**config.mk**
```make
export PLATFORM = sky130hd
export DESIGN_NAME = inst_fetch_unit
export DESIGN_NICKNAME = d
export VERILOG_FILES = /design/src/rtl/inst_fetch_unit_pkg.sv /design/src/rtl/inst_fetch_unit_fetch_fifo.sv /design/src/rtl/inst_fetch_unit.sv
export SDC_FILE = /design/constraint.sdc
export NUM_CORES = 1
export LEC_CHECK = 0
export CAP_MARGIN = 25
export CORE_ASPECT_RATIO = 1.1
export CORE_UTILIZATION = 55
export DETAILED_ROUTE_END_ITERATION = 6
export HOLD_SLACK_MARGIN = 0.08
export PLACE_DENSITY = 0.91
export SLEW_MARGIN = 10
export SYNTH_ARGS = -nofsm -noshare
export SYNTH_HDL_FRONTEND = slang
export SYNTH_HIERARCHICAL = 1
export SYNTH_SLANG_ARGS = --single-unit
```
**constraint.sdc**
```tcl
create_clock -name iClk -period 7 [get_ports iClk]
set_input_delay 1.4 -clock iClk [delete_from_list [all_inputs] [get_ports iClk]]
set_output_delay 1.4 -clock iClk [all_outputs]
set_load 0.05 [all_outputs]
```
**src/rtl/inst_fetch_unit_pkg.sv**
```systemverilog
// Shared types and constants for the instruction fetch front end.
package inst_fetch_unit_pkg;

    localparam int          cInstW       = 32;
    localparam logic [31:0] cResetPcDflt = 32'h0000_0000;

    typedef struct packed {
        logic [cInstW-1:0] inst;
        logic [31:0]       pc;
    } tFetchEntry;

    function automatic logic [31:0] align_pc(input logic [31:0] pc);
        return {pc[31:2], 2'b00};
    endfunction

endpackage

```
**src/rtl/inst_fetch_unit_fetch_fifo.sv**
```systemverilog
// Synchronous instruction buffer of fetch entries with flush; entry storage is not reset.
module fetch_fifo
    import inst_fetch_unit_pkg::*;
#(
    parameter int cDepth = 4
) (
    input  logic                    iClk,
    input  logic                    iRst,
    input  logic                    iPush,
    input  tFetchEntry              iPushData,
    input  logic                    iPop,
    input  logic                    iFlush,
    output tFetchEntry              oHead,
    output logic [$clog2(cDepth):0] oCount,
    output logic                    oEmpty,
    output logic                    oFull
);

    localparam int cPtrW = $clog2(cDepth);

    tFetchEntry       r_mem [cDepth];
    logic [cPtrW-1:0] r_wrPtr;
    logic [cPtrW-1:0] r_rdPtr;
    logic [cPtrW:0]   r_count;
    logic             w_push;
    logic             w_pop;

    // A flush overrides any push or pop presented in the same cycle.
    assign w_push = iPush && !iFlush;
    assign w_pop  = iPop && !iFlush && (r_count != '0);

    always_ff @(posedge iClk or posedge iRst) begin
        if (iRst) begin
            r_wrPtr <= '0;
            r_rdPtr <= '0;
            r_count <= '0;
        end else if (iFlush) begin
            r_wrPtr <= '0;
            r_rdPtr <= '0;
            r_count <= '0;
        end else begin
            if (w_push) r_wrPtr <= r_wrPtr + 1'b1;
            if (w_pop)  r_rdPtr <= r_rdPtr + 1'b1;
            unique case ({w_push, w_pop})
                2'b10:   r_count <= r_count + 1'b1;
                2'b01:   r_count <= r_count - 1'b1;
                default: r_count <= r_count;
            endcase
        end
    end

    always_ff @(posedge iClk) begin
        if (w_push) r_mem[r_wrPtr] <= iPushData;
    end

    assign oHead  = r_mem[r_rdPtr];
    assign oCount = r_count;
    assign oEmpty = (r_count == '0);
    assign oFull  = (r_count == (cPtrW+1)'(cDepth));

endmodule

```
**src/rtl/inst_fetch_unit.sv**
```systemverilog
// Instruction fetch front end: credit-limited in-order requests, response buffering, redirect flush.
module inst_fetch_unit
    import inst_fetch_unit_pkg::*;
#(
    parameter logic [31:0] cResetPc   = cResetPcDflt,
    parameter int          cFifoDepth = 4
) (
    input  logic              iClk,
    input  logic              iRst,
    output logic              oMemReq,
    output logic [31:0]       oMemAddr,
    input  logic              iMemGnt,
    input  logic              iMemRspDv,
    input  logic [cInstW-1:0] iMemRspData,
    input  logic              iRedirect,
    input  logic [31:0]       iRedirectPc,
    output logic              oInstDv,
    output logic [cInstW-1:0] oInst,
    output logic [31:0]       oInstPc,
    input  logic              iInstRdy
);

    localparam int cCntW = $clog2(cFifoDepth) + 1;

    logic             r_run;
    logic [31:0]      r_fetchPc;
    logic [31:0]      r_rspPc;
    logic [cCntW-1:0] r_inFlight;
    logic [cCntW-1:0] r_dropCnt;

    logic [cCntW-1:0] w_fifoCount;
    logic             w_fifoEmpty;
    logic             w_fifoFull;
    tFetchEntry       w_head;
    tFetchEntry       w_pushData;
    logic [cCntW:0]   w_used;
    logic             w_grant;
    logic             w_drop;
    logic             w_push;
    logic             w_pop;
    logic [cCntW-1:0] w_grantOne;
    logic [cCntW-1:0] w_rspOne;

    // Buffered plus owed words may never exceed the buffer depth, so every response has a slot.
    assign w_used   = {1'b0, w_fifoCount} + {1'b0, r_inFlight};
    assign oMemReq  = r_run && !iRedirect && (w_used < (cCntW+1)'(cFifoDepth));
    assign oMemAddr = r_fetchPc;

    assign w_grant    = oMemReq && iMemGnt;
    assign w_drop     = (r_dropCnt != '0);
    assign w_push     = iMemRspDv && !w_drop && !iRedirect;
    assign w_pop      = oInstDv && iInstRdy && !iRedirect;
    assign w_grantOne = cCntW'(w_grant);
    assign w_rspOne   = cCntW'(iMemRspDv);
    assign w_pushData = '{inst: iMemRspData, pc: r_rspPc};

    fetch_fifo #(
        .cDepth (cFifoDepth)
    ) u_fifo (
        .iClk      (iClk),
        .iRst      (iRst),
        .iPush     (w_push),
        .iPushData (w_pushData),
        .iPop      (w_pop),
        .iFlush    (iRedirect),
        .oHead     (w_head),
        .oCount    (w_fifoCount),
        .oEmpty    (w_fifoEmpty),
        .oFull     (w_fifoFull)
    );

    assign oInstDv = !w_fifoEmpty;
    assign oInst   = w_fifoEmpty ? '0 : w_head.inst;
    assign oInstPc = w_fifoEmpty ? '0 : w_head.pc;

    always_ff @(posedge iClk or posedge iRst) begin
        if (iRst) begin
            r_run      <= 1'b0;
            r_fetchPc  <= cResetPc;
            r_rspPc    <= cResetPc;
            r_inFlight <= '0;
            r_dropCnt  <= '0;
        end else begin
            r_run      <= 1'b1;
            r_inFlight <= r_inFlight + w_grantOne - w_rspOne;
            if (iRedirect) begin
                // Everything still owed after this cycle's response belongs to the old path.
                r_fetchPc <= align_pc(iRedirectPc);
                r_rspPc   <= align_pc(iRedirectPc);
                r_dropCnt <= r_inFlight - w_rspOne;
            end else begin
                if (w_grant)            r_fetchPc <= r_fetchPc + 32'd4;
                if (w_push)             r_rspPc   <= r_rspPc + 32'd4;
                if (iMemRspDv && w_drop) r_dropCnt <= r_dropCnt - cCntW'(1);
            end
        end
    end

    a_noOverflow: assert property (@(posedge iClk) disable iff (iRst)
        (w_push && w_fifoFull) |-> w_pop);

endmodule

```
==> flow_summary.json <==
{
  "status": "finished, final reports clean",
  "worst_hold_slack_ps": 543.8,
  "crit_type": "reg -> out",
  "rsz0062_at_grt": "false",
  "r2r-end": "r_inFlight[2]",
  "track_usage": 0.2175,
  "dpl_cell_area_um2": 16070,
  "drc": 0,
  "cpLargestDelayFamily": "buffers and inverters",
  "relSlewSlack": 0.3320,
  "cp_slowest_cell": "dfrtp_4",
  "cellLeakagePower_uw": 0.005697,
  "ant_nets": 0,
  "clock-sinks": 330,
  "netlist_area_um2": 14100,
  "portBuffers": 163,
  "cp-end-kind": "primary output",
  "layout-drive-gt1-share": 0.1461,
  "clk_pin_slew_worst_paths_ps": 70,
  "critPathBufInv": 2,
  "cts_max_level": 1,
  "post_drt_via_cell_ratio": 5.734,
  "fin_crit_sh": 0.7298,
  "dp_hpwl_um": 17920,
  "syn_to_final_growth_pct": 21.03,
  "final_core_util": 0.6754,
  "cts_buffers": 31,
  "worst_pin_slew_ps": 1002,
  "diodes": 0,
  "crit_chain": "buf_4 > mux4_2 > nor2b_1 > clkdlybuf4s50_1",
  "fin_tns_setup_ps": 0,
  "avgRoutedWirePerCell_um": 19.79,
  "postSynthAreaPerCell_um2": 15.82,
  "setup_viol": 0,
  "yosys_warnings": 6,
  "ctsResizeCount": 0,
  "core_um2": 25260,
  "worstReg2RegStart": "u_fifo/oCount[2]",
  "rrSetupSlack_ps": 3280,
  "min_period_ps": 5109,
  "grt_pass1_vias": 8215,
  "overflow": 0,
  "insertion_delay_ps": 550,
  "post-cts-setup-buffer-count": 0,
  "hold_depth": 1,
  "io_pins": 168,
  "hold_buffers": 0,
  "die_h_um": 169.9,
  "vias": 8222,
  "whs_endpoint": "r_inFlight[0]",
  "nNetsFinal": 1149,
  "reg2regPathDepth": 10,
  "routed_wl_um": 28390,
  "dieArea_um2": 26280,
  "layout_common_cells": "256 x edfxtp_1, 162 x clkdlybuf4s50_1, 72 x dfrtp_1",
  "dr.pass1.iters": 5,
  "grt_max_degree": 68,
  "start_util": 0.5580,
  "cts_buffer_depth": 3,
  "seq_area_um2": 9544,
  "cp.arrival_ps": 3710,
  "antenna_found_initial": 0,
  "nFillCells": 1678,
  "hold_violations": 0,
  "path_max_fanout": 47,
  "pre_cts_ws_ps": 2079,
  "setup_slack_ps": 1891,
  "maxCapViolations": 0,
  "die_x_um": 154.6,
  "min-delay-start": "r_inFlight[0]",
  "final_common_cell": "edfxtp_1",
  "syn_inst": 891,
  "std_cell_rows": 61,
  "drv_slew": 0,
  "power_density_nw_per_um2": 269.0,
  "finClkSkew_ps": 32.46,
  "cp_slowest_stage_delay_ps": 1040,
  "clockRootBuffer": "clkbuf_16",
  "critPathLaunchType": "flop",
  "multiInputGateArea_um2": 4290,
  "clock.fmax_mhz": 195.7,
  "final_cell_area_um2": 17060,
  "ir_worst_vdd_v": 0.0001614,
  "hold_path.class": "reg -> reg",
  "cp.required_ps": 5600,
  "cts_tree": "yes",
  "routabilityCongestion": 0.8670,
  "grt_pass1_wl_um": 44260,
  "drt-initial-drc-count": 612
}
## through the flow
step                power (µW)  cells
finish                    4590   1434
global route              4755   1434
CTS                       4624   1434
detailed placement        3015   1376
global placement          2990   1376
floorplan                 2766    900
## power breakdown
part	switching, µW	total (µW)	internal, µW	leakage [µW]
Sequential	100	2310	2210	0.00320
Combinational	418	668	250	0.00201
Clock	689	1610	925	0.000482
Total	1210	4590	3380	0.00570
## worst max-delay path by stage
stage	start	endpoint	slack [ps]	cells past startpoint
floorplan	iRedirect	u_fifo/r_mem[0][0]	2520	8
global placement	iMemRspDv	u_fifo/r_mem[1][37]	2150	7
detailed placement	iMemRspDv	u_fifo/r_mem[1][43]	2080	7
CTS	u_fifo/r_rdPtr[0]	oInstPc[13]	1810	4
global route	u_fifo/r_rdPtr[0]	oInstPc[13]	1650	4
finish	u_fifo/r_rdPtr[0]	oInstPc[13]	1890	4
## worst reg2reg max path: stages (launching register included)
cell and delay [ps]:
dfrtp_1 500, ha_1 300, nor4_2 240, and4_1 900
inv_2 410, ha_1 400, inv_1 40, ha_1 180
fa_1 380, xnor2_1 140, xnor2_1 120
## layer usage
| layer | up-vias | wire length [µm] | GRT usage |
|---|---|---|---|
| li1 | 3748 | - | - |
| met1 | 4119 | 12200 | 0.3033 |
| met2 | 313 | 13820 | 0.3588 |
| met3 | 42 | 1678 | 0.03107 |
| met4 | 0 | 689 | 0.06629 |
| met5 | - | 0 | 0 |
## state kept, by name, summed over array words and instances (netlist names)
name,cells
oMemAddr,30
r_dropCnt,3
r_inFlight,3
r_rspPc,30
r_run,1
u_fifo/oCount,3
u_fifo/r_mem,256
u_fifo/r_rdPtr,2
u_fifo/r_wrPtr,2
## layout make-up
| type | instances | area share |
|---|---|---|
| Clock buffer | 36 | 0.04657 |
| Timing Repair Buffer | 174 | 0.1002 |
| Inverter | 25 | 0.005500 |
| Multi-Input combinational cell | 501 | 0.2515 |
| Clock inverter | 22 | 0.01151 |
| Tap cell | 346 | 0.02537 |
| Sequential cell | 330 | 0.5594 |
Note: power is estimated with default switching activity, not from simulation.
